$ cat src/rtl/ps2_hex_keypad.sv
// PS/2 keyboard receiver that tracks make/break scan-code state and reports
// the sixteen hex keys as a 4-bit code with held level and new-key strobe.
module ps2_hex_keypad #(
    parameter int TIMEOUT_CYC = 50000
) (
    input  logic       clk,
    input  logic       rst,
    input  logic       ps_clk,
    input  logic       ps_dat,
    output logic [3:0] key_code,
    output logic       key_pressed,
    output logic       key_valid,
    output logic       frame_err
);

    localparam logic [1:0] IDLE    = 2'd0;
    localparam logic [1:0] BRK     = 2'd1;
    localparam logic [1:0] EXT     = 2'd2;
    localparam logic [1:0] EXT_BRK = 2'd3;

    localparam logic [19:0] TIMEOUT_VAL = 20'(TIMEOUT_CYC);

    logic        clk_s1, clk_s2, clk_prev;
    logic        dat_s1, dat_s2;
    logic [3:0]  bit_cnt;
    logic [19:0] timer;
    logic [9:0]  shreg;
    logic [7:0]  byte_reg;
    logic        byte_vld;
    logic [1:0]  state;

    logic [10:0] frame;
    logic        fall;
    logic        last_bit;
    logic        frame_good;
    logic [4:0]  map_res;

    // Scan code to {mapped, hex value}
    function automatic logic [4:0] hex_map(input logic [7:0] sc);
        case (sc)
            8'h45:   hex_map = {1'b1, 4'h0};
            8'h16:   hex_map = {1'b1, 4'h1};
            8'h1E:   hex_map = {1'b1, 4'h2};
            8'h26:   hex_map = {1'b1, 4'h3};
            8'h25:   hex_map = {1'b1, 4'h4};
            8'h2E:   hex_map = {1'b1, 4'h5};
            8'h36:   hex_map = {1'b1, 4'h6};
            8'h3D:   hex_map = {1'b1, 4'h7};
            8'h3E:   hex_map = {1'b1, 4'h8};
            8'h46:   hex_map = {1'b1, 4'h9};
            8'h1C:   hex_map = {1'b1, 4'hA};
            8'h32:   hex_map = {1'b1, 4'hB};
            8'h21:   hex_map = {1'b1, 4'hC};
            8'h23:   hex_map = {1'b1, 4'hD};
            8'h24:   hex_map = {1'b1, 4'hE};
            8'h2B:   hex_map = {1'b1, 4'hF};
            default: hex_map = 5'd0;
        endcase
    endfunction

    // frame holds the full 11 bits on the last edge: bit 0 = start, bit 10 = stop
    assign frame      = {dat_s2, shreg};
    assign fall       = clk_prev & ~clk_s2;
    assign last_bit   = fall && (bit_cnt == 4'd10);
    assign frame_good = ~frame[0] & frame[10] & (^frame[9:1]);
    assign map_res    = hex_map(byte_reg);

    always_ff @(posedge clk or posedge rst) begin
        if (rst) begin
            clk_s1    <= 1'b1;
            clk_s2    <= 1'b1;
            clk_prev  <= 1'b1;
            dat_s1    <= 1'b1;
            dat_s2    <= 1'b1;
            bit_cnt   <= 4'd0;
            timer     <= 20'd0;
            shreg     <= 10'd0;
            byte_reg  <= 8'd0;
            byte_vld  <= 1'b0;
            frame_err <= 1'b0;
        end else begin
            clk_s1    <= ps_clk;
            clk_s2    <= clk_s1;
            clk_prev  <= clk_s2;
            dat_s1    <= ps_dat;
            dat_s2    <= dat_s1;
            byte_vld  <= 1'b0;
            frame_err <= 1'b0;
            if (fall) begin
                timer <= 20'd0;
                shreg <= frame[10:1];
                if (bit_cnt == 4'd10) begin
                    bit_cnt <= 4'd0;
                    if (frame_good) begin
                        byte_reg <= frame[8:1];
                        byte_vld <= 1'b1;
                    end else begin
                        frame_err <= 1'b1;
                    end
                end else begin
                    bit_cnt <= bit_cnt + 4'd1;
                end
            end else if (bit_cnt != 4'd0) begin
                // A stalled partial frame is abandoned so the next start bit realigns
                if (timer == TIMEOUT_VAL) begin
                    bit_cnt   <= 4'd0;
                    timer     <= 20'd0;
                    frame_err <= 1'b1;
                end else begin
                    timer <= timer + 20'd1;
                end
            end
        end
    end

    always_ff @(posedge clk or posedge rst) begin
        if (rst) begin
            state       <= IDLE;
            key_code    <= 4'd0;
            key_pressed <= 1'b0;
            key_valid   <= 1'b0;
        end else begin
            key_valid <= 1'b0;
            if (last_bit && !frame_good) begin
                state <= IDLE;
            end else if (byte_vld) begin
                case (state)
                    IDLE: begin
                        if (byte_reg == 8'hE0) begin
                            state <= EXT;
                        end else if (byte_reg == 8'hF0) begin
                            state <= BRK;
                        end else if (map_res[4] &&
                                     !(key_pressed && map_res[3:0] == key_code)) begin
                            key_code    <= map_res[3:0];
                            key_pressed <= 1'b1;
                            key_valid   <= 1'b1;
                        end
                    end
                    BRK: begin
                        if (map_res[4] && key_pressed && map_res[3:0] == key_code)
                            key_pressed <= 1'b0;
                        state <= IDLE;
                    end
                    EXT: begin
                        state <= (byte_reg == 8'hF0) ? EXT_BRK : IDLE;
                    end
                    default: begin
                        state <= IDLE;
                    end
                endcase
            end
        end
    end

endmodule

$ cat config.mk
export PLATFORM = sky130hd
export DESIGN_NAME = ps2_hex_keypad
export DESIGN_NICKNAME = d
export VERILOG_FILES = /design/src/rtl/ps2_hex_keypad.sv
export SDC_FILE = /design/constraint.sdc
export NUM_CORES = 1
export LEC_CHECK = 0
export ABC_AREA = 0
export CORE_ASPECT_RATIO = 1.75
export CORE_UTILIZATION = 37
export CTS_CLUSTER_SIZE = 12
export DETAILED_ROUTE_END_ITERATION = 10
export DONT_BUFFER_PORTS = 1
export PLACE_DENSITY = 0.62
export SETUP_SLACK_MARGIN = 0.05
export SYNTH_ARGS = -nofsm -noshare
export SYNTH_HDL_FRONTEND = slang
export SYNTH_SLANG_ARGS = --single-unit
$ cat constraint.sdc
create_clock -name clk -period 2.7 [get_ports clk]
set_clock_uncertainty 0.15 [all_clocks]
set_input_delay 0.27 -clock clk [delete_from_list [all_inputs] [get_ports clk]]
set_output_delay 0.27 -clock clk [all_outputs]
set_load 0.01 [all_outputs]
[After elaboration in Yosys (flattened, before gate mapping)]
Cells that the tools add are included.
Storage, ports and cells
  output and inout port bits: 7
  register bits after elaboration: 57
Operators by class
  $add $sub $neg: 2
  bitwise gates (word level): 8
  equality and inequality tests: 28
  reductions and logical operators: 20
  muxes and demuxes: 33
Operator list (number)
  $eq A8 B6 Y1 const B: 11
  $pmux W5 S16: 1
  $mux W20: 3
  $eq A8 B5 Y1 const B: 3
  $add A20 B1 Y20 const B: 1
  $eq A20 B16 Y1 const B: 1
  $mux W1: 18
  $eq A8 B7 Y1 const B: 2
  $eq A8 B8 Y1 const B: 2
  $mux W4: 4
  $mux W2: 5
  $reduce_xor A9 Y1: 1
  $ne A2 B2 Y1 const B: 4
  $reduce_bool A2 Y1: 4
  $reduce_and A7 Y1: 1
  $logic_and A1 B1 Y1: 6
  $reduce_and A6 Y1: 1
  $not A1 Y1: 5
  $add A4 B1 Y4 const B: 1
  $eq A4 B4 Y1: 1
  $eq A4 B4 Y1 const B: 1
  $ne A4 B4 Y1 const B: 1
  $pmux W2 S2: 1
  $reduce_and A2 Y1: 2
  8 further kinds: 11

[Depth between registers and ports, before layout]
Gate-level depths: netlist of the first run.
  word-level depth: 12
  mapped depth: 10
  gate-level depth less buffers: 9

[Worst setup path after synthesis of the first run]
No wires, ideal clock.
  path type: register -> register
  from: register byte_reg[1]
  to: register key_code[3]
  data arrival time: 2.245 ns
  stages on the path, launching flop included: 9
  clock period less this slack: 2.522 ns
  library setup time: 0.128 ns
  path buffers: 1
  slack: 0.178 ns
  required time: 2.422 ns
  cell sequence: dfrtp_1 -> buf_4 -> mux2_1 -> nor2_1 -> o31a_1 -> mux2_4 -> a211o_1 -> o31ai_2 -> mux2_1
On the way
  word-level cells in the longest chain between the ends: 7
  elaborated cells between the ends (all ways): 26
  those cells by class: eq/ne (19); mux (1); bitwise (2); reduce/logical (4)
RTL lines
  start: declaration: line 28  | logic [7:0] byte_reg;
  start signal: assignment: line 95  | byte_reg <= frame[8:1];
  $eq A8 B6 Y1, or another cell as far along: line 40  | case (sc)
  $pmux W5 S16: line 40
  $eq A4 B4 Y1: line 134  | !(key_pressed && map_res[3:0] == key_code)) begin
  $logic_and A1 B1 Y1: line 134
  $logic_not A1 Y1: line 134
  $logic_and A1 B1 Y1: line 133  | end else if (map_res[4] &&
  $reduce_and A6 Y1 (no source line)
  end signal: assignment: line 135  | key_code <= map_res[3:0];
  end: declaration: line 10  | output logic [3:0] key_code,
Parallel ways exist; a longest one is shown, timed or not.
A chain may end at the register's enable or synchronous reset.

[Final worst setup path of the first run]
  from: register byte_reg[4]
  to: register key_code[3]
Same word-level chain as after synthesis.

==> impl_metrics.tcl, run 1 <==
set metrics [dict create \
    status "completed" \
    clock_path_buffers 2 \
    die-area_sq_um 9230 \
    period_needed_ps 2570 \
    ant_nets 0 \
    path_max_fanout 12 \
    synth_cell_types 59 \
    synth_nets 362 \
    antennaDiodeCount 0 \
    drc 0 \
    synthToLayoutAreaGrowth_pct 21.7 \
    port_buffers 0 \
    routed_wl_um 7020 \
    initial_utilization 0.380 \
    drtIter0Drc 106 \
    p_switching_mw 0.726 \
    maxCapViolCount 0 \
    async_reset_ff_frac 1.00 \
    htreeDepth 3 \
    pwr-share-clk 0.421 \
    path_clk_slew_ps 50 \
    finalHoldViolCount 0 \
    maxSlewViolCount 0 \
    largest_reg_flops 20 \
    core_area_sq_um 8610 \
    critPathRequiredTime_ps 2760 \
    place_congestion 0.839 \
    firstDrtPassIters 4 \
    p_per_area_nw_per_um2 682 \
    p_sw_frac 0.267 \
    synthesis.instances 353 \
    pwr-share-comb 0.191 \
    dpl.hpwl_um 5200 \
    power.internal_mw 1.99 \
    final_common_cell "nand2_1" \
    tightest_slew_ps 596 \
    ys_seq_area_frac 0.438 \
    grt_pass1_vias 2600 \
    worstPathArrival_ps 2630 \
    avgRoutedWirePerCell_um 13.9 \
    slew_headroom 0.602 \
    seq_power_share 0.387 \
    die_w_um 73.1 \
    num_rows 45 \
    ys.flop_type "dfrtp_1" \
    overflow 0 \
    syn_area_sq_um 3270 \
    crit_type "reg2reg" \
    hold_ws_ps 205 \
    ys_ff_latch 57 \
    numClockSinks 57 \
    total_power_mw 2.71 \
    track_usage 0.170 \
    cts_tree "done" \
    grt_pass1_wl_um 11900 \
    viasPerCell 5.17 \
    synth_edf_count 0 \
    endpoint_kind "flip-flop" \
    rsz0062_at_grt "no" \
    period_share 0.952 \
    io_pins 11 \
    syn_avg_cell_area_sq_um 9.26 \
    grt_max_degree 30 \
    fin_setup_tns_ps 0 \
    dr_total_vias 2598 \
    clockRootBuffer "clkbuf_16" \
    min_path_type "reg2reg" \
    finalSetupViolCount 0 \
    fill_cells 845 \
    nets 390 \
    clock_insertion_delay_worst_skew_ps 330 \
    max_freq_mhz 389 \
    final_cell_mix "60 x nand2_1, 49 x dfrtp_1, 28 x buf_4" \
    numCtsBuffers 9 \
    layout-drive-gt1-share 0.223 \
    antenna_found_initial 0 \
    cp-start-kind "flip-flop" \
    power_leakage_nw 1.80 \
    peakVddDrop_mv 0.464 \
    die_y_um 126 \
    yosysWarnings 0 \
]
final timing paths:
check | from | slack (ps) | cells after the start | end
setup / recovery | byte_reg[4] | 130 | 8 | key_code[3]
hold / removal | dat_s1 | 210 | 0 | dat_s2
setup reg to reg | byte_reg[4] | 130 | 8 | key_code[3]
hold reg to reg | dat_s1 | 210 | 0 | dat_s2
max in group asynchronous | rst | 1420 | 3 | bit_cnt[3]
min in group asynchronous | rst | 320 | 2 | byte_vld
cells in the mapped netlist, types with 2 or more instances:
library cell,instances,share of area
nand2_1,60,0.069
dfrtp_1,52,0.40
nor2_1,25,0.029
inv_1,18,0.021
o21ai_0,18,0.028
nand3_1,14,0.021
mux2_2,11,0.038
a21oi_1,10,0.015
clkbuf_1,10,0.011
nor2b_1,9,0.017
and3_1,8,0.015
xor2_1,7,0.019
nand4_1,6,0.011
nor3b_1,6,0.014
xnor2_1,6,0.016
dfstp_2,5,0.040
ha_1,5,0.019
nand2b_1,5,0.0096
or3_1,5,0.0096
o31ai_1,4,0.0092
or2_2,4,0.0077
or4_1,4,0.0092
a21o_1,3,0.0069
mux2i_1,3,0.0092
nor3_1,3,0.0046
nor4_1,3,0.0057
o211ai_1,3,0.0069
a211o_1,2,0.0054
a31oi_1,2,0.0038
and4bb_2,2,0.0077
buf_2,2,0.0031
buf_4,2,0.0046
buf_6,2,0.0069
mux2_1,2,0.0069
nand3b_1,2,0.0046
nor4b_1,2,0.0054
o21ai_1,2,0.0031
o22ai_1,2,0.0038
or2b_1,2,0.0046
or3b_1,2,0.0054
xnor3_1,2,0.014
area by class of cell:
type / instances / area (sq um) / share of cell area
sequential: 57 / 1440 / 0.361
tap: 117 / 146 / 0.0368
clock inverter: 2 / 35.0 / 0.00881
timing repair buffer: 33 / 272 / 0.0683
multi-input combinational: 262 / 1750 / 0.439
clock buffer: 14 / 274 / 0.0689
inverter: 18 / 67.6 / 0.0170
layer usage:
layer | track usage | part of all wire
met1 | 0.169 | 0.39
met2 | 0.311 | 0.55
met3 | 0.0429 | 0.025
met4 | 0.0900 | 0.032
met5 | 0 | 0
power groups by stage:
stage | clock network, mW | registers, mW | logic (mW)
6_report | 1.14 | 1.05 | 0.519
5_1_grt | 1.21 | 1.07 | 0.587
4_1_cts | 1.18 | 1.05 | 0.510
3_5_place_dp | 0 | 1.06 | 0.502
3_3_place_gp | 0 | 1.06 | 0.490
2_1_floorplan | 0 | 1.04 | 0.394
worst max-delay path, cell delays in order, from the launching register on:
cell and delay (ps):
dfrtp_2 450, buf_12 150, mux2_2 340, a22oi_2 190, or4_1 140, o211ai_1 90, a211o_1 330, o31ai_4 290
mux2_4 320
through the flow:
stage,worst slack (ps),area [sq um],util,std cells
3_5_place_dp,23.2,3520,0.409,478
4_1_cts,62.6,3870,0.450,498
3_3_place_gp,79.7,3520,0.409,478
6_report,129,3980,0.462,503
2_1_floorplan,178,3270,-,353
5_1_grt,42.6,3980,0.462,503
cell families (layout without fill, tap and decap cells):
group,Yosys count,after routing,synth area share
buf+inv,34,67,0.0467
flops,57,57,0.438
mux,18,18,0.0654
compound gates,59,59,0.122
xor+xnor,16,16,0.0536
fa+ha+maj,5,5,0.0191
simple gates,164,164,0.254
timing repair:
| item | in CTS | in global routing |
|---|---|---|
| gates resized for setup | 2 | 14 |
| pin swaps | 2 | 5 |
| gates cloned | 0 | 0 |
| endpoints found under the hold margin | 24 | 0 |
| endpoints found under the setup margin | 1 | 2 |
| setup buffers | 1 | 5 |
| hold buffers | 3 | 0 |
No activity file was read; power rests on OpenSTA's default activity.
==> run 2, diff against run 1 <==
--- a/config.mk
+++ b/config.mk
@@ -6,7 +6,7 @@
 export NUM_CORES = 1
 export LEC_CHECK = 0
 export ABC_AREA = 0
-export CORE_ASPECT_RATIO = 1.75
+export CORE_ASPECT_RATIO = 1.2
 export CORE_UTILIZATION = 37
 export CTS_CLUSTER_SIZE = 12
 export DETAILED_ROUTE_END_ITERATION = 10
==> run 2 against run 1 <==
Non-clock buffer count is 3 lower. Combinational power is 2% lower. Power is 13% lower. Utilization is 1.8 points lower. Fmax is 0.68% lower. Die area is 0.15% lower. Cell count is 0.60% lower. Largest cell class unchanged. Design area is 4.4% lower. Clock power is 30% lower. Clock-buffer cell count is 3 lower.
==> impl_metrics.tcl, run 2 (synthesis results as in run 1) <==
set metrics [dict create \
    grt_pass1_vias 2416 \
    track_usage 0.155 \
    place_congestion 0.830 \
    p_sw_frac 0.299 \
    clock_path_buffers 2 \
    r2r_end "key_code[3]" \
    largest_reg_flops 20 \
    finalNonFillerCells 500 \
    status "completed" \
    rr_startpoint "byte_reg[4]" \
    final_common_cell "nand2_1" \
    endpoint "key_code[3]" \
    worstPathArrival_ps 2650 \
    tightest_slew_ps 933 \
    drt-met1-wl_um 3190 \
    postLayoutCoreUtil 0.444 \
    route.met2.wl_um 3120 \
    synthToLayoutAreaGrowth_pct 16.3 \
    die_w_um 87.8 \
    crit_slowest_cell "dfrtp_2" \
    cts_tree "done" \
    period_share 0.959 \
    max_freq_mhz 386 \
    seq_power_share 0.445 \
    path_cells "buf_6 -> mux2_2 -> a22oi_2 -> or4_1 -> o211ai_1 -> a211o_1 -> o31ai_4 -> mux2_1" \
    port_buffers 0 \
    clockRootBuffer "clkbuf_8" \
    cp-start-kind "flip-flop" \
    viasPerCell 5.15 \
    layout-drive-gt1-share 0.211 \
    clock_insertion_delay_worst_skew_ps 330 \
    nets 387 \
    path_delay_family "compound AO/OA/AOI/OAI gates" \
    avgRoutedWirePerCell_um 13.2 \
    crit_start "byte_reg[4]" \
    crit_type "reg2reg" \
    dr_total_vias 2574 \
    numClockSinks 57 \
    peakVddDrop_mv 0.402 \
    wl_met3_um 187 \
    hold_ws_ps 207 \
    final_cell_mix "60 x nand2_1, 49 x dfrtp_1, 26 x buf_4" \
    cpPeakStageDelay_ps 460 \
    pwr-share-comb 0.218 \
    antennaDiodeCount 0 \
    power_leakage_nw 1.73 \
    die_y_um 105 \
    ant_nets 0 \
    power.internal_mw 1.65 \
    p_per_area_nw_per_um2 618 \
    min_path_type "reg2reg" \
    core_area_sq_um 8560 \
    post-place-ws_ps -19.2 \
    path_clk_slew_ps 70 \
    dpl.hpwl_um 4560 \
    routed_wl_um 6590 \
    numCtsBuffers 9 \
    maxCapViolCount 0 \
    pwr-share-clk 0.337 \
    endpoint_kind "flip-flop" \
    grt_pass1_wl_um 11200 \
    cp.depth 8 \
    io_pins 11 \
    maxSlewViolCount 0 \
    htreeDepth 3 \
    overflow 0 \
    grt_max_degree 46 \
    critPathBufInv 1 \
    fin_setup_tns_ps 0 \
    die-area_sq_um 9220 \
    num_rows 37 \
    finalHoldViolCount 0 \
    r2r_cells 8 \
    firstDrtPassIters 5 \
    critPathRequiredTime_ps 2760 \
    path_max_fanout 8 \
    min_from "clk_s1" \
    placedCellCount 477 \
    drc 0 \
    highest_layer "met4" \
    fill_cells 836 \
    period_needed_ps 2590 \
    finalSetupViolCount 0 \
    r2r_slack_ps 110 \
    finalWorstSetupSlack_ps 111 \
    initial_utilization 0.382 \
    slew_headroom 0.377 \
    rsz0062_at_grt "yes" \
    p_switching_mw 0.704 \
    antenna_found_initial 0 \
    drtIter0Drc 115 \
]
==> run 2: cell count changes in the layout (fill, tap and decap cells not counted), moves of 2 or more <==
cell        previous run  this run
clkinvlp_4             0         2
clkbuf_8               3        10
buf_4                 28        26
clkbuf_16              9         0
==> run 2: area by class of cell <==
| cell class | instances | area (sq um) | share of cell area |
|---|---|---|---|
| repair buffers | 30 | 236 | 0.0622 |
| flip-flops and latches | 57 | 1440 | 0.378 |
| inverters | 18 | 67.6 | 0.0178 |
| clock buffers | 11 | 141 | 0.0372 |
| clock inverters | 5 | 55.1 | 0.0145 |
| well taps | 117 | 146 | 0.0385 |
| multi-input cells | 262 | 1720 | 0.452 |
==> run 2: power groups by stage <==
stage | sequential (mW) | clock (mW) | combinational, mW
3_5_place_dp | 1.06 | 0 | 0.497
2_1_floorplan | 1.04 | 0 | 0.394
3_3_place_gp | 1.06 | 0 | 0.491
5_1_grt | 1.06 | 0.854 | 0.582
6_report | 1.05 | 0.793 | 0.511
4_1_cts | 1.05 | 0.817 | 0.503
==> run 2: per-layer routing <==
| metal | track usage | vias to the layer above |
|---|---|---|
| met3 | 0.0316 | 8 |
| met4 | 0.0726 | 0 |
| met1 | 0.207 | 1251 |
| li1 | - | 1276 |
| met2 | 0.236 | 39 |
| met5 | 0 | - |
==> run 2: what timing repair did <==
| item | in CTS | in global routing |
|---|---|---|
| setup buffers | 0 | 4 |
| pin swaps | 0 | 5 |
| hold buffers | 3 | 0 |
| endpoints found under the setup margin | 1 | 3 |
| resized for setup | 2 | 10 |
| endpoints found under the hold margin | 40 | 0 |
==> run 2: how the worst min path moves through the flow <==
stage	to	slack, ps	cells after the start
after CTS	dat_s2	210	0
after global placement	dat_s1	120	0
after global routing	clk_s2	210	0
after floorplan	clk_s1	120	0
after detailed placement	clk_s1	120	0
final	clk_s2	210	0
==> run 2: per-stage QoR <==
| stage | total power, mW | instance area, sq um |
|---|---|---|
| after detailed placement | 1.56 | 3500 |
| after global placement | 1.55 | 3500 |
| after CTS | 2.37 | 3730 |
| after floorplan | 1.43 | 3270 |
| after global routing | 2.50 | 3800 |
| final | 2.35 | 3800 |
